[src/rtl/route32_pkg.sv]
// Shared datapath sizing and lane-select helpers for the route32 steering block.
package route32_pkg;

    localparam int ROUTE_WIDTH = 32;
    localparam int ROUTE_CNT_W = 8;

    typedef enum logic {
        LANE0 = 1'b0,
        LANE1 = 1'b1
    } lane_e;

    // A lane can take a new word if it is empty or is being drained this cycle.
    function automatic logic lane_space(input logic valid, input logic take);
        return !valid || take;
    endfunction

endpackage

[src/rtl/route32_if.sv]
// Input and dual-lane output handshake bundle for route32.
interface route32_if #(
    parameter int WIDTH = route32_pkg::ROUTE_WIDTH,
    parameter int CNT_W = route32_pkg::ROUTE_CNT_W
);
    logic [WIDTH-1:0] in;
    logic             in_valid;
    logic             cond;
    logic             in_ready;
    logic [WIDTH-1:0] out0;
    logic             out0_valid;
    logic             out0_ready;
    logic [WIDTH-1:0] out1;
    logic             out1_valid;
    logic             out1_ready;
    logic [CNT_W-1:0] cnt0;
    logic [CNT_W-1:0] cnt1;

    modport master (
        output in, in_valid, cond, out0_ready, out1_ready,
        input  in_ready, out0, out0_valid, out1, out1_valid, cnt0, cnt1
    );

    modport slave (
        input  in, in_valid, cond, out0_ready, out1_ready,
        output in_ready, out0, out0_valid, out1, out1_valid, cnt0, cnt1
    );
endinterface

[src/rtl/route32_lane_reg32.sv]
// One output lane: holding register, valid flag and accepted-word counter.
module lane_reg32
    import route32_pkg::*;
#(
    parameter int WIDTH = ROUTE_WIDTH,
    parameter int CNT_W = ROUTE_CNT_W
) (
    input  logic             clk,
    input  logic             rst,
    input  logic             load,
    input  logic [WIDTH-1:0] data_in,
    input  logic             take,
    output logic [WIDTH-1:0] data,
    output logic             valid,
    output logic [CNT_W-1:0] cnt
);

    logic [WIDTH-1:0] data_reg;
    logic             valid_reg;
    logic [CNT_W-1:0] cnt_reg;

    // A load wins over a drain so a simultaneous drain+fill keeps valid high.
    always_ff @(posedge clk) begin
        if (rst) begin
            data_reg  <= '0;
            valid_reg <= 1'b0;
            cnt_reg   <= '0;
        end else if (load) begin
            data_reg  <= data_in;
            valid_reg <= 1'b1;
            cnt_reg   <= cnt_reg + 1'b1;
        end else if (valid_reg && take) begin
            valid_reg <= 1'b0;
        end
    end

    assign data  = data_reg;
    assign valid = valid_reg;
    assign cnt   = cnt_reg;

endmodule

[src/rtl/route32.sv]
// Steers each accepted input word into one of two independently drained lanes.
module route32
    import route32_pkg::*;
#(
    parameter int WIDTH = ROUTE_WIDTH,
    parameter int CNT_W = ROUTE_CNT_W
) (
    input  logic      clk,
    input  logic      rst,
    route32_if.slave  bus
);

    logic [WIDTH-1:0] lane_data [2];
    logic [CNT_W-1:0] lane_cnt  [2];
    logic [1:0]       lane_valid;
    logic [1:0]       lane_ready;
    logic [1:0]       lane_load;
    lane_e            sel;

    assign sel        = lane_e'(bus.cond);
    assign lane_ready = {bus.out1_ready, bus.out0_ready};

    // Ready follows only the selected lane so a stalled lane never blocks the other.
    always_comb begin
        bus.in_ready = 1'b0;
        if (!rst) begin
            if (sel == LANE1) begin
                bus.in_ready = lane_space(lane_valid[1], lane_ready[1]);
            end else begin
                bus.in_ready = lane_space(lane_valid[0], lane_ready[0]);
            end
        end
    end

    generate
        for (genvar gi = 0; gi < 2; gi++) begin : g_lane
            assign lane_load[gi] = bus.in_valid && bus.in_ready && (int'(bus.cond) == gi);

            lane_reg32 #(
                .WIDTH (WIDTH),
                .CNT_W (CNT_W)
            ) u_lane (
                .clk     (clk),
                .rst     (rst),
                .load    (lane_load[gi]),
                .data_in (bus.in),
                .take    (lane_ready[gi]),
                .data    (lane_data[gi]),
                .valid   (lane_valid[gi]),
                .cnt     (lane_cnt[gi])
            );
        end
    endgenerate

    assign bus.out0       = lane_data[0];
    assign bus.out1       = lane_data[1];
    assign bus.out0_valid = lane_valid[0];
    assign bus.out1_valid = lane_valid[1];
    assign bus.cnt0       = lane_cnt[0];
    assign bus.cnt1       = lane_cnt[1];

endmodule

[src/flat_wrapper.sv]
// flat-port wrapper written by rule: the top's interface ports become plain ports
module route32_flat import route32_pkg::*;
#(
    parameter int WIDTH = ROUTE_WIDTH,
    parameter int CNT_W = ROUTE_CNT_W
)
  (clk, rst, bus_in, bus_in_valid, bus_cond, bus_out0_ready, bus_out1_ready, bus_in_ready, bus_out0, bus_out0_valid, bus_out1, bus_out1_valid, bus_cnt0, bus_cnt1);
  route32_if #(.WIDTH(WIDTH), .CNT_W(CNT_W)) bus_i ();
  input  logic clk;
  input  logic rst;
  input wire logic [$bits(bus_i.in)-1:0] bus_in;
  input wire logic [$bits(bus_i.in_valid)-1:0] bus_in_valid;
  input wire logic [$bits(bus_i.cond)-1:0] bus_cond;
  input wire logic [$bits(bus_i.out0_ready)-1:0] bus_out0_ready;
  input wire logic [$bits(bus_i.out1_ready)-1:0] bus_out1_ready;
  output wire logic [$bits(bus_i.in_ready)-1:0] bus_in_ready;
  output wire logic [$bits(bus_i.out0)-1:0] bus_out0;
  output wire logic [$bits(bus_i.out0_valid)-1:0] bus_out0_valid;
  output wire logic [$bits(bus_i.out1)-1:0] bus_out1;
  output wire logic [$bits(bus_i.out1_valid)-1:0] bus_out1_valid;
  output wire logic [$bits(bus_i.cnt0)-1:0] bus_cnt0;
  output wire logic [$bits(bus_i.cnt1)-1:0] bus_cnt1;
  assign bus_i.in = bus_in;
  assign bus_i.in_valid = bus_in_valid;
  assign bus_i.cond = bus_cond;
  assign bus_i.out0_ready = bus_out0_ready;
  assign bus_i.out1_ready = bus_out1_ready;
  assign bus_in_ready = bus_i.in_ready;
  assign bus_out0 = bus_i.out0;
  assign bus_out0_valid = bus_i.out0_valid;
  assign bus_out1 = bus_i.out1;
  assign bus_out1_valid = bus_i.out1_valid;
  assign bus_cnt0 = bus_i.cnt0;
  assign bus_cnt1 = bus_i.cnt1;
  route32 #(.WIDTH(WIDTH), .CNT_W(CNT_W)) u_core (.clk(clk), .rst(rst), .bus(bus_i));
endmodule
[config.mk]
export PLATFORM = sky130hd
export DESIGN_NAME = route32_flat
export DESIGN_NICKNAME = d
export VERILOG_FILES = /design/src/rtl/route32_pkg.sv /design/src/rtl/route32_if.sv /design/src/rtl/route32_lane_reg32.sv /design/src/rtl/route32.sv /design/src/flat_wrapper.sv
export SDC_FILE = /design/constraint.sdc
export NUM_CORES = 1
export LEC_CHECK = 0
export ABC_AREA = 1
export BUFFER_PORTS_ARGS = -buffer_cell sky130_fd_sc_hd__buf_4
export CORE_AREA = 2 2 80 82
export CTS_BUF_LIST = sky130_fd_sc_hd__clkbuf_2 sky130_fd_sc_hd__clkbuf_4 sky130_fd_sc_hd__clkbuf_8
export CTS_CLUSTER_DIAMETER = 40
export DETAILED_ROUTE_END_ITERATION = 6
export DIE_AREA = 0 0 82 84
export GPL_TIMING_DRIVEN = 0
export PLACE_DENSITY_LB_ADDON = 0.1
export SLEW_MARGIN = 20
export SYNTH_ARGS = -nofsm -noshare
export SYNTH_HDL_FRONTEND = slang
export SYNTH_SLANG_ARGS = --single-unit
[constraint.sdc]
create_clock -name clk -period 3.8 [get_ports clk]
set_clock_uncertainty 0.15 [all_clocks]
set_input_delay 0.19 -clock clk [delete_from_list [all_inputs] [get_ports clk]]
set_output_delay 0.19 -clock clk [all_outputs]
set_load 0.02 [all_outputs]
Word-level counts from Yosys, hierarchy flattened
Cells that the tools add are included.
Widths: inputs -> output; s select.
{"block": "totals", "output_inout_bits": 83, "word_cells": 26, "inputBits": 38, "regBits": 82}
{"block": "classes", "addsub": 2, "reduce_logical": 11, "mux": 6, "bitwise_logic": 1}
{"cell": "$add 8x1->8 const B", "count": 2}
{"cell": "$mux 1", "count": 6}
{"cell": "$logic_and 1x1->1", "count": 5}
{"cell": "$reduce_bool 2->1", "count": 2}
{"cell": "$logic_not 1->1", "count": 2}
{"cell": "$logic_or 1x1->1", "count": 2}
{"cell": "$not 1->1", "count": 1}

Longest topological paths before layout
Gate-level depths: netlist (run 1).
{"block": "logic_depth", "ltp_word": 7, "mapped_depth": 9, "ltp_nobuf": 8}

By module
Synthesis (run 1) repeated with hierarchy kept, for this count alone.
{"block": "unflattened", "hier_cells": 395, "hier_area_um2": 3080.5}
{"module": "lane_reg32", "instances": 2, "area_each_um2": 1512.7, "cells_per_inst": 192, "seq_area_each_um2": 820.8}
{"module": "route32", "instances": 1, "area_each_um2": 55.1, "cells_per_inst": 11, "seq_area_each_um2": 0.0}

Worst setup path after synthesis (run 1)
No wires, ideal clock.
{"block": "synth_timing", "kind": "register to register", "from": "register u_core.g_lane[1].u_lane.valid_reg", "to": "register u_core.g_lane[0].u_lane.data_reg[5]", "n_path_buf": 1, "required_ps": 3534, "arrival_ps": 1226, "setup_slack_ps": 2309, "setup_ps": 116, "synth_period_minus_slack_ps": 1491, "path_stages_with_launch": 8, "cell_sequence": "dfxtp_1 nand3_1 nand2_2 nor2_4 nand3_4 buf_4 o21ai_0 nor2_1"}
{"block": "synth_between", "elab_chain_len": 6}
{"item": "start: declaration", "line_no": "route32_lane_reg32.sv:19", "rtl": "logic valid_reg;"}
{"item": "start signal: assignment", "line_no": "route32_lane_reg32.sv:26", "rtl": "valid_reg <= 1'b0;"}
{"item": "start signal: assignment", "line_no": "route32_lane_reg32.sv:30", "rtl": "valid_reg <= 1'b1;"}
{"item": "start signal: assignment", "line_no": "route32_lane_reg32.sv:33", "rtl": "valid_reg <= 1'b0;"}
{"item": "$logic_not 1->1", "line_no": "route32_pkg.sv:14", "rtl": "return !valid || take;"}
{"item": "$logic_or 1x1->1", "line_no": "route32_pkg.sv:14"}
{"item": "$mux 1", "line_no": "route32.sv:27", "rtl": "if (sel == LANE1) begin"}
{"item": "$mux 1", "line_no": "route32.sv:26", "rtl": "if (!rst) begin"}
{"item": "via bus_in_ready", "line_no": "flat_wrapper.sv:16", "rtl": "output wire logic [$bits(bus_i.in_ready)-1:0] bus_in_ready;"}
{"item": "$logic_and 1x1->1 (2 in series)", "line_no": "route32.sv:37", "rtl": "assign lane_load[gi] = bus.in_valid && bus.in_ready && (int'(bus.cond) == gi);"}
{"item": "end signal: assignment", "line_no": "route32_lane_reg32.sv:29", "rtl": "data_reg <= data_in;"}
{"item": "end: declaration", "line_no": "route32_lane_reg32.sv:18", "rtl": "logic [WIDTH-1:0] data_reg;"}
The timed path passes the listed nets, and every way through them passes these cells.
A chain may end at the register's enable or synchronous reset.

Final worst setup path (run 1)
{"block": "layout_timing", "from": "input port rst", "to": "register u_core.g_lane[1].u_lane.data_reg[31]"}
{"block": "layout_between", "elab_chain_len": 3}
{"item": "start: declaration", "line_no": "flat_wrapper.sv:10", "rtl": "input logic rst;"}
{"item": "$mux 1", "line_no": "route32.sv:26"}
{"item": "$logic_and 1x1->1 (2 in series)", "line_no": "route32.sv:37"}
{"item": "end signal: assignment", "line_no": "route32_lane_reg32.sv:29"}
{"item": "end: declaration", "line_no": "route32_lane_reg32.sv:18"}
Several ways; a longest one is shown, not always the timed one.

==> key figures, run 1 <==
Placement
  • DP Worst Slack: approximately 2.3 ns
  • Hpwl dp: just under 6000 µm
  • Post-Place Cell Area: 0.004115 mm²
  • Count of input and output buffers: 119
  • Number of cells in the design after placement: 600
  • Routability Congestion: 0.7825

Synth
  • Yosys warning total: 0
  • Area share of the largest cell type after synthesis: 52.52%
  • Commonest cells in the netlist: sky130_fd_sc_hd__nand2_1 (94), sky130_fd_sc_hd__nor2_1 (83), sky130_fd_sc_hd__dfxtp_1 (82)
  • Post-synth top area cell: sky130_fd_sc_hd__dfxtp_1
  • Primary FF master, synth: sky130_fd_sc_hd__dfxtp_1
  • Most numerous cell in the Yosys netlist: sky130_fd_sc_hd__nand2_1
  • Synthesized Nets: 444
  • Synth async-reset ratio: 0%
  • Leading post-synthesis cells by cell area: sky130_fd_sc_hd__dfxtp_1 (53%), sky130_fd_sc_hd__nand2_1 (11%), sky130_fd_sc_hd__nor2_1 (10%)
  • Synth cell types: 27
  • Fraction of the yosys area taken by sequential cells: 52.52%
  • Syn Inst Count: 404
  • Average cell area after synthesis: just under 8 µm²
  • Seq cells post-synth: 82
  • Synthesized area: approximately 0.0031 mm²
  • Post-synth EDFFs: 0

STA
  • Final Max Slew Viols: 0
  • Post-route clock period utilization: 51.10%
  • Worst relative slew slack: 64.14%
  • Hold Violations, Final: 0
  • Post-route worst setup slack: 1.858 ns
  • Unrepaired setup endpoints after global routing: false
  • Slew @ Worst Pin: 0.5380 ns
  • Final setup viols: 0
  • Max frequency: 514.9 MHz
  • Period minus WS final: 1.942 ns
  • Total negative setup slack: 0 ns

Outcome
  • Status: complete, no violations

CTS
  • Clock latency at the later pin of the worst-skew pair: 0.33 ns
  • CTS max path bufs: 2
  • Root buffer selected by CTS: sky130_fd_sc_hd__clkbuf_8
  • Post-CTS Setup Bufs: 0
  • Clock transition at the register clock pins on the worst setup and hold paths after CTS: roughly 0.080 ns
  • Clock tree sinks: 82
  • Number of buffers created by CTS: 9
  • CTS H-Tree Depth: 3
  • Number of gates given a new drive strength after cts: 0
  • CTS tree: done

Worst hold path
  • Hold Path Origin: bus_out0_ready
  • Worst Hold Path Cells: 4
  • Worst Hold Endpoint: u_core.g_lane[0].u_lane.valid
  • Type of the most critical hold path: in -> reg

Critical path
  • Worst-path cell with the longest stage delay: sky130_fd_sc_hd__dlygate4sd3_1
  • Max Fanout on Critical Path: 10
  • CP startpoint kind: input pin
  • Cell repeated most along the worst path: sky130_fd_sc_hd__dlygate4sd3_1
  • Number of cells traversed by the worst register-to-register path: 6
  • Arr. time, crit path: 2.07 ns
  • CP cell instances: dlygate4sd3_1 -> buf_6 -> inv_6 -> nand4_4 -> buf_2 -> nand2_1 -> a21oi_1 -> dlygate4sd3_1
  • Required time of the critical path: 3.93 ns
  • Critical path's largest stage delay: about 0.56 ns
  • Terminus of the critical flop-to-flop path: u_core.g_lane[1].u_lane.data[31]
  • WS Path Type: in -> reg
  • Minimum setup slack among reg-to-reg paths: approximately 2.0 ns
  • Startpoint of the worst register-to-register path: u_core.g_lane[1].u_lane.valid
  • Element type at the critical path end: register

Global route
  • Residual overflow from global routing: 0
  • First-pass GRT wire length: 13770 µm
  • Number of antenna violations at the first check in global routing: 0
  • Maximum number of pins on one net before global-route repair: 13
  • Total track usage: 25.65%
  • Number of global-route vias before repair: approximately 2900

Cells and area
  • Share of post-route cells with drive strength above 1: 26.97%
  • Synth-to-Final Area Change: 48.68%
  • FF/Latch Area: around 0.0016 mm²
  • Final standard cell count with taps included and fillers excluded: approximately 650
  • Flip-flop count of the largest register after layout: between 60 and 70
  • Net count reported at finish: 608
  • Post-route cell area: 0.004647 mm²
  • N_diodes: 0
  • Filler cell count in the final layout: 487
  • Multi-input gate area in the final layout: roughly 0.0013 mm²

Detailed routing
  • Routed length per instance: 13.14 µm
  • Initial DRC Count: roughly 150
  • DRC violation count after routing: 0
  • First-pass iteration count of the detailed router: 4
  • Residual antenna-violating net count after detailed routing: 0
  • Avg Vias per Cell: 4.890
  • Final wirelength: 8512 µm
  • Vias after detailed routing: 3169

Floorplan
  • Placement Rows: 29
  • Horizontal extent of the die: 82 µm
  • Height of the die: 84 µm
  • Top Ports: roughly 120
  • Die footprint: 0.006888 mm²
  • Core box area: 0.006096 mm²
  • Starting density of the core: between 50 and 60%

Pwr
  • Areal power density over the cells: 385.8 mW/mm²
  • IR Drop Worst-Case VDD: ~240 µV
  • Leakage dissipation: 2.012 nW
  • Total design power: between 1.5 and 2 mW

Flow run
  • Max Cap Violations: 0
## power breakdown
group,internal [mW],leakage [nW],switching [mW]
combinational,0.120,1.25,0.138
clock,0.331,0.0994,0.294
sequential,0.890,0.667,0.0185
## placed cells by master, fill, tap and decap left out
cell | netlist | final
sky130_fd_sc_hd__nand3_4 | 1 | 1
sky130_fd_sc_hd__xor2_1 | 2 | 2
sky130_fd_sc_hd__nand4_4 | 1 | 1
sky130_fd_sc_hd__dfxtp_1 | 82 | 82
sky130_fd_sc_hd__nand4_1 | 1 | 1
sky130_fd_sc_hd__nand3b_1 | 2 | 2
sky130_fd_sc_hd__clkbuf_2 | 2 | 2
sky130_fd_sc_hd__inv_1 | 8 | 8
sky130_fd_sc_hd__buf_4 | 2 | 121
sky130_fd_sc_hd__clkbuf_1 | 10 | 10
sky130_fd_sc_hd__nand2_2 | 1 | 1
sky130_fd_sc_hd__o21ai_0 | 28 | 28
sky130_fd_sc_hd__nand2_1 | 94 | 94
sky130_fd_sc_hd__buf_1 | 1 | 1
sky130_fd_sc_hd__clkbuf_8 | 0 | 10
sky130_fd_sc_hd__inv_6 | 1 | 1
sky130_fd_sc_hd__o21ai_1 | 10 | 10
sky130_fd_sc_hd__inv_4 | 1 | 1
sky130_fd_sc_hd__xnor2_1 | 2 | 2
sky130_fd_sc_hd__bufinv_16 | 0 | 1
sky130_fd_sc_hd__nor2_1 | 83 | 83
sky130_fd_sc_hd__dlygate4sd3_1 | 0 | 34
sky130_fd_sc_hd__buf_2 | 4 | 4
sky130_fd_sc_hd__clkinv_4 | 0 | 1
sky130_fd_sc_hd__ha_1 | 2 | 2
sky130_fd_sc_hd__nor3_2 | 1 | 1
sky130_fd_sc_hd__nor2_4 | 2 | 2
sky130_fd_sc_hd__inv_2 | 1 | 1
sky130_fd_sc_hd__clkbuf_4 | 0 | 2
sky130_fd_sc_hd__nand3_1 | 13 | 13
sky130_fd_sc_hd__buf_6 | 4 | 4
sky130_fd_sc_hd__a21oi_1 | 45 | 45
## logic make-up (layout without fill, tap and decap cells)
family / Yosys count / count (layout) / synth area share (%)
AOI/OAI and AO/OA: 83 / 83 / 13.29
xor gates and xnor gates: 4 / 4 / 1.121
adders and majority gates: 2 / 2 / 0.8005
buffers and inverters: 34 / 201 / 5.765
DFF: 82 / 82 / 52.52
and+or+nand+nor: 199 / 199 / 26.50
## final cells by class
type                    count  area share (%)
multi-input cells         288           28.06
plain buffers              23           2.827
repair buffers            153           26.55
clock buffers              12           3.285
inverters                  11           1.050
well taps                  77           2.073
clock inverters             2          0.8347
flip-flops and latches     82           35.33
## worst max-delay path: cells and delay by family
family,cells,cell delay (ns)
AOI/OAI and AO/OA,1,0.14
buffers and inverters,5,1.55
and+or+nand+nor,2,0.18
## layer usage
metal | vias to the layer above | GRT usage [%] | share of wire [%]
li1 | 1628 | - | -
met1 | 1454 | 33.43 | 44
met2 | 83 | 41.09 | 49
met3 | 4 | 6.602 | 6.8
met4 | 0 | 8.182 | 0.65
met5 | - | 0 | 0
## repair_timing
| action | in CTS | in global routing |
|---|---|---|
| endpoints found under the hold margin | 63 | 0 |
| hold buffers | 34 | 0 |
| endpoints found under the setup margin | 0 | 0 |
## through the flow
step                      utilization (%)  hold WS (ns)
after floorplan                         -        0.1808
after global placement              67.51        0.2537
after detailed placement            67.51        0.2497
after CTS                           76.23       0.01638
after global routing                76.23       0.05879
final                               76.23       0.03042
## how the worst max path moves through the flow
stage / from / depth (start not counted) / endpoint / slack [ns]
2_1_floorplan: u_core.g_lane[1].u_lane.valid / 7 / u_core.g_lane[0].u_lane.data[5] / 2.31
3_3_place_gp: bus_cond / 8 / u_core.g_lane[0].u_lane.data[19] / 2.32
3_5_place_dp: bus_cond / 8 / u_core.g_lane[0].u_lane.data[19] / 2.29
4_1_cts: rst / 8 / u_core.g_lane[1].u_lane.data[31] / 1.89
5_1_grt: rst / 8 / u_core.g_lane[1].u_lane.data[31] / 1.78
6_report: rst / 8 / u_core.g_lane[1].u_lane.data[31] / 1.86
Power figures use the tool's default switching activity.
==> run 2: changes to the inputs <==
--- a/config.mk
+++ b/config.mk
@@ -5,13 +5,13 @@
 export SDC_FILE = /design/constraint.sdc
 export NUM_CORES = 1
 export LEC_CHECK = 0
-export ABC_AREA = 1
+export ABC_AREA = 0
 export BUFFER_PORTS_ARGS = -buffer_cell sky130_fd_sc_hd__buf_4
-export CORE_AREA = 2 2 80 82
+export CORE_AREA = 2 2 87 89
 export CTS_BUF_LIST = sky130_fd_sc_hd__clkbuf_2 sky130_fd_sc_hd__clkbuf_4 sky130_fd_sc_hd__clkbuf_8
 export CTS_CLUSTER_DIAMETER = 40
 export DETAILED_ROUTE_END_ITERATION = 6
-export DIE_AREA = 0 0 82 84
+export DIE_AREA = 0 0 89 91
 export GPL_TIMING_DRIVEN = 0
 export PLACE_DENSITY_LB_ADDON = 0.1
 export SLEW_MARGIN = 20
==> constraint.sdc (replaced) <==
create_clock -name clk -period 1.6 [get_ports clk]
set_clock_uncertainty 0.15 [all_clocks]
set_input_delay 0.08 -clock clk [delete_from_list [all_inputs] [get_ports clk]]
set_output_delay 0.08 -clock clk [all_outputs]
set_load 0.02 [all_outputs]
==> run 2 against run 1 <==
Register-to-register slack worse by 2.0 ns. Combinational power is 130% higher. Critical path depth is 2 lower. Synthesized area is 0.36% lower. Die area is 18% higher. Wire length is 2.4% higher. Cell area is 5.6% higher. Total power is 140% higher. Sequential cell count stayed put. Critical path type is now reg -> reg.
==> key figures, run 2 <==
Detailed routing
  • DRC violation count after routing: 0 (unchanged)
  • Initial DRC Count: 102 (-34%)
  • Vias after detailed routing: 3117 (-1.6%)
  • First-pass iteration count of the detailed router: 4 (unchanged)
  • Final wirelength: 8720 µm (+2.4%)
  • Routed length per instance: 13.33 µm (+1.5%)
  • Residual antenna-violating net count after detailed routing: 0 (unchanged)
  • Avg Vias per Cell: 4.766 (-2.5%)

Critical path
  • WS Path Type: reg -> reg
  • Required time of the critical path: 1.67 ns (-2.26 ns)
  • Worst-path cell with the longest stage delay: sky130_fd_sc_hd__dfxtp_2
  • Arr. time, crit path: 1.63 ns (-0.44 ns)
  • Element type at the critical path end: register
  • Critical path's largest stage delay: 0.34 ns (-0.22 ns)
  • CP startpoint kind: register
  • CP cell instances: and2b_4 -> or3_4 -> buf_8 -> clkbuf_16 -> nand2_1 -> a21oi_1
  • Minimum setup slack among reg-to-reg paths: 0.03 ns (-1.97 ns)
  • Max Fanout on Critical Path: 6 (-4)

STA
  • Hold Violations, Final: 0 (unchanged)
  • Total negative setup slack: 0 ns (unchanged)
  • Final Max Slew Viols: 0 (unchanged)
  • Period minus WS final: 1.569 ns
  • Max frequency: 637.5 MHz
  • Final setup viols: 0 (unchanged)
  • Tightest hold margin: 0.05020 ns (+0.01978 ns)
  • Post-route worst setup slack: 0.03132 ns (-1.827 ns)
  • Slew @ Worst Pin: 0.5494 ns (+0.01147 ns)
  • Post-route clock period utilization: 98.04%
  • Worst relative slew slack: 63.37% (-0.76 points)

CTS
  • CTS max path bufs: 2 (unchanged)
  • Clock transition at the register clock pins on the worst setup and hold paths after CTS: 0.08 ns (about the same)
  • CTS tree: done
  • Root buffer selected by CTS: sky130_fd_sc_hd__clkbuf_8
  • CTS H-Tree Depth: 3 (unchanged)
  • Clock latency at the later pin of the worst-skew pair: 0.35 ns (+0.02 ns)
  • Number of buffers created by CTS: 9 (unchanged)
  • Clock tree sinks: 82 (unchanged)

Synth
  • Primary FF master, synth: sky130_fd_sc_hd__dfxtp_1
  • Fraction of the yosys area taken by sequential cells: 52.71% (+0.19 points)
  • Simple logic cell fraction of the synthesized area: 25.79% (-0.71 points)
  • Commonest cells in the netlist: sky130_fd_sc_hd__nand2_1 (139), sky130_fd_sc_hd__dfxtp_1 (82), sky130_fd_sc_hd__a21oi_1 (69)
  • Area share of fa/ha/maj cells after synthesis: 0.8035% (+0.0029 points)
  • Seq cells post-synth: 82 (unchanged)
  • Synthesized area: 0.003114 mm² (-0.36%)
  • Dominant combinational cell family by area after synthesis: simple AND/OR/NAND/NOR gates
  • Share of synthesized area spent on multiplexers: 0.6428% (+0.64 points)
  • Synth async-reset ratio: 0% (unchanged)
  • Synth cell types: 32 (+19%)
  • Leading post-synthesis cells by cell area: sky130_fd_sc_hd__dfxtp_1 (53%), sky130_fd_sc_hd__nand2_1 (17%), sky130_fd_sc_hd__a21oi_1 (11%)
  • Post-synth top area cell: sky130_fd_sc_hd__dfxtp_1
  • Xor and xnor fraction of the mapped netlist area: 2.812% (+1.7 points)
  • Post-synthesis compound-gate area fraction: 11.85% (-1.4 points)
  • Post-synth EDFFs: 0 (unchanged)
  • Synthesized Nets: 416 (-6.3%)
  • Average cell area after synthesis: 8.283 µm² (+7.1%)
  • Syn Inst Count: 376 (-6.9%)
  • Yosys warning total: 0 (unchanged)
  • Area share of the largest cell type after synthesis: 52.71% (+0.19 points)
  • Most numerous cell in the Yosys netlist: sky130_fd_sc_hd__nand2_1

Floorplan
  • Starting density of the core: 43.64% (-7.6 points)
  • Horizontal extent of the die: 89 µm (+8.5%)
  • Die footprint: 0.008099 mm² (+18%)
  • Placement Rows: 31 (+6.9%)
  • Top Ports: 121 (unchanged)
  • Core box area: 0.007137 mm² (+17%)
  • Height of the die: 91 µm (+8.3%)

Global route
  • Number of global-route vias before repair: 2944 (+1.4%)
  • Total track usage: 21.50% (-4.1 points)
  • Number of antenna violations at the first check in global routing: 0 (unchanged)
  • Maximum number of pins on one net before global-route repair: 14 (+1)
  • Residual overflow from global routing: 0 (unchanged)
  • First-pass GRT wire length: 13780 µm (about the same)

Worst hold path
  • Type of the most critical hold path: in -> reg

Outcome
  • Status: complete, no violations

Placement
  • Post-Place Cell Area: 0.004133 mm² (+0.43%)
  • Count of input and output buffers: 119 (unchanged)
  • Number of cells in the design after placement: 594 (-1.0%)
  • Hpwl dp: 6014 µm (+1.2%)
  • Routability Congestion: 0.7888 (+0.81%)
  • DP Worst Slack: -0.04621 ns (-2.334 ns)

Cells and area
  • Flip-flop count of the largest register after layout: 64 (unchanged)
  • Most frequent standard cell in the layout excluding fill and tap cells: sky130_fd_sc_hd__nand2_1
  • Core Util, Final: 68.76% (-7.5 points)
  • Top library cells by usage in the layout, fill and taps aside: sky130_fd_sc_hd__nand2_1 (135), sky130_fd_sc_hd__buf_4 (128), sky130_fd_sc_hd__dfxtp_1 (80), sky130_fd_sc_hd__a21oi_1 (69), sky130_fd_sc_hd__dlygate4sd3_1 (37)
  • Post-route cell area: 0.004907 mm² (+5.6%)
  • Final standard cell count with taps included and fillers excluded: 654 (+0.93%)
  • Net count reported at finish: 591 (-2.8%)
  • N_diodes: 0 (unchanged)
  • Synth-to-Final Area Change: 57.57%
  • Share of post-route cells with drive strength above 1: 32.07% (+5.1 points)

Pwr
  • IR Drop Worst-Case VDD: 456.0 µV (+92%)
  • Areal power density over the cells: 887.0 mW/mm² (+130%)
  • Total design power: 4.353 mW (+140%)
  • Leakage dissipation: 2.050 nW (+1.9%)

Flow run
  • Max Cap Violations: 0 (unchanged)
run 2: cell count changes in the layout (fill, tap and decap cells not counted), moves of 7 or more:
cell	delta
sky130_fd_sc_hd__nand3_1	-11
sky130_fd_sc_hd__a21oi_1	+24
sky130_fd_sc_hd__buf_4	+7
sky130_fd_sc_hd__o21ai_1	-10
sky130_fd_sc_hd__nor2_1	-70
sky130_fd_sc_hd__nand2_1	+41
sky130_fd_sc_hd__buf_8	+7
sky130_fd_sc_hd__o21ai_0	-28
sky130_fd_sc_hd__inv_1	-7
run 2: worst max-delay path, delay by kind of cell (launching register included):
family,cells,cell delay (ns)
AO/OA/AOI/OAI,1,0.06
buffers and inverters,2,0.29
flip-flops,1,0.34
AND/OR/NAND/NOR,3,0.59
run 2: report_power, final:
part | total, mW | switching (mW) | internal [mW]
combinational | 0.599 | 0.301 | 0.298
sequential | 2.14 | 0.0366 | 2.10
clock | 1.62 | 0.731 | 0.885
total | 4.35 | 1.07 | 3.28
run 2: worst paths after layout:
check                                        start                               end  cells after the start
setup / recovery     u_core.g_lane[0].u_lane.valid  u_core.g_lane[0].u_lane.data[13]                      6
hold reg to reg   u_core.g_lane[1].u_lane.data[14]  u_core.g_lane[1].u_lane.data[14]                      2
setup reg to reg     u_core.g_lane[0].u_lane.valid  u_core.g_lane[0].u_lane.data[13]                      6
hold / removal                                 rst  u_core.g_lane[0].u_lane.data[31]                      4
run 2: cell families (layout without fill, tap and decap cells):
| kind of cell | count (synthesis) | after routing |
|---|---|---|
| buffers and inverters | 26 | 205 |
| multiplexers | 2 | 2 |
| AO/OA/AOI/OAI | 72 | 72 |
| AND/OR/NAND/NOR | 182 | 182 |
| XOR/XNOR | 10 | 10 |
| adder cells (fa/ha/maj) | 2 | 2 |
| flip-flops | 82 | 82 |
run 2: layer usage:
metal | share of wire [%] | wire length, µm | track usage (%) | vias to the layer above
met5 | 0 | 0 | 0 | -
met4 | 2.1 | 185 | 8.955 | 0
met3 | 5.0 | 438 | 3.909 | 20
met2 | 50 | 4370 | 36.19 | 87
met1 | 43 | 3725 | 26.59 | 1436
li1 | - | - | - | 1574
run 2: timing repair:
action	4_1_cts	5_1_grt
hold endpoints to repair	67	0
setup endpoints to repair	49	64
buffers inserted	1	6
pin swaps	1	4
resized for setup	9	21
gates cloned	0	2
hold buffers	37	0
run 2: area by class of cell:
cell class | count | area [µm²]
fillers | 644 | 2230
flip-flops and latches | 82 | 1644
clock buffers | 10 | 131.4
multi-input cells | 268 | 1354
plain buffers | 24 | 200.2
inverters | 1 | 3.754
clock inverters | 5 | 80.08
well taps | 99 | 123.9
repair buffers | 165 | 1370
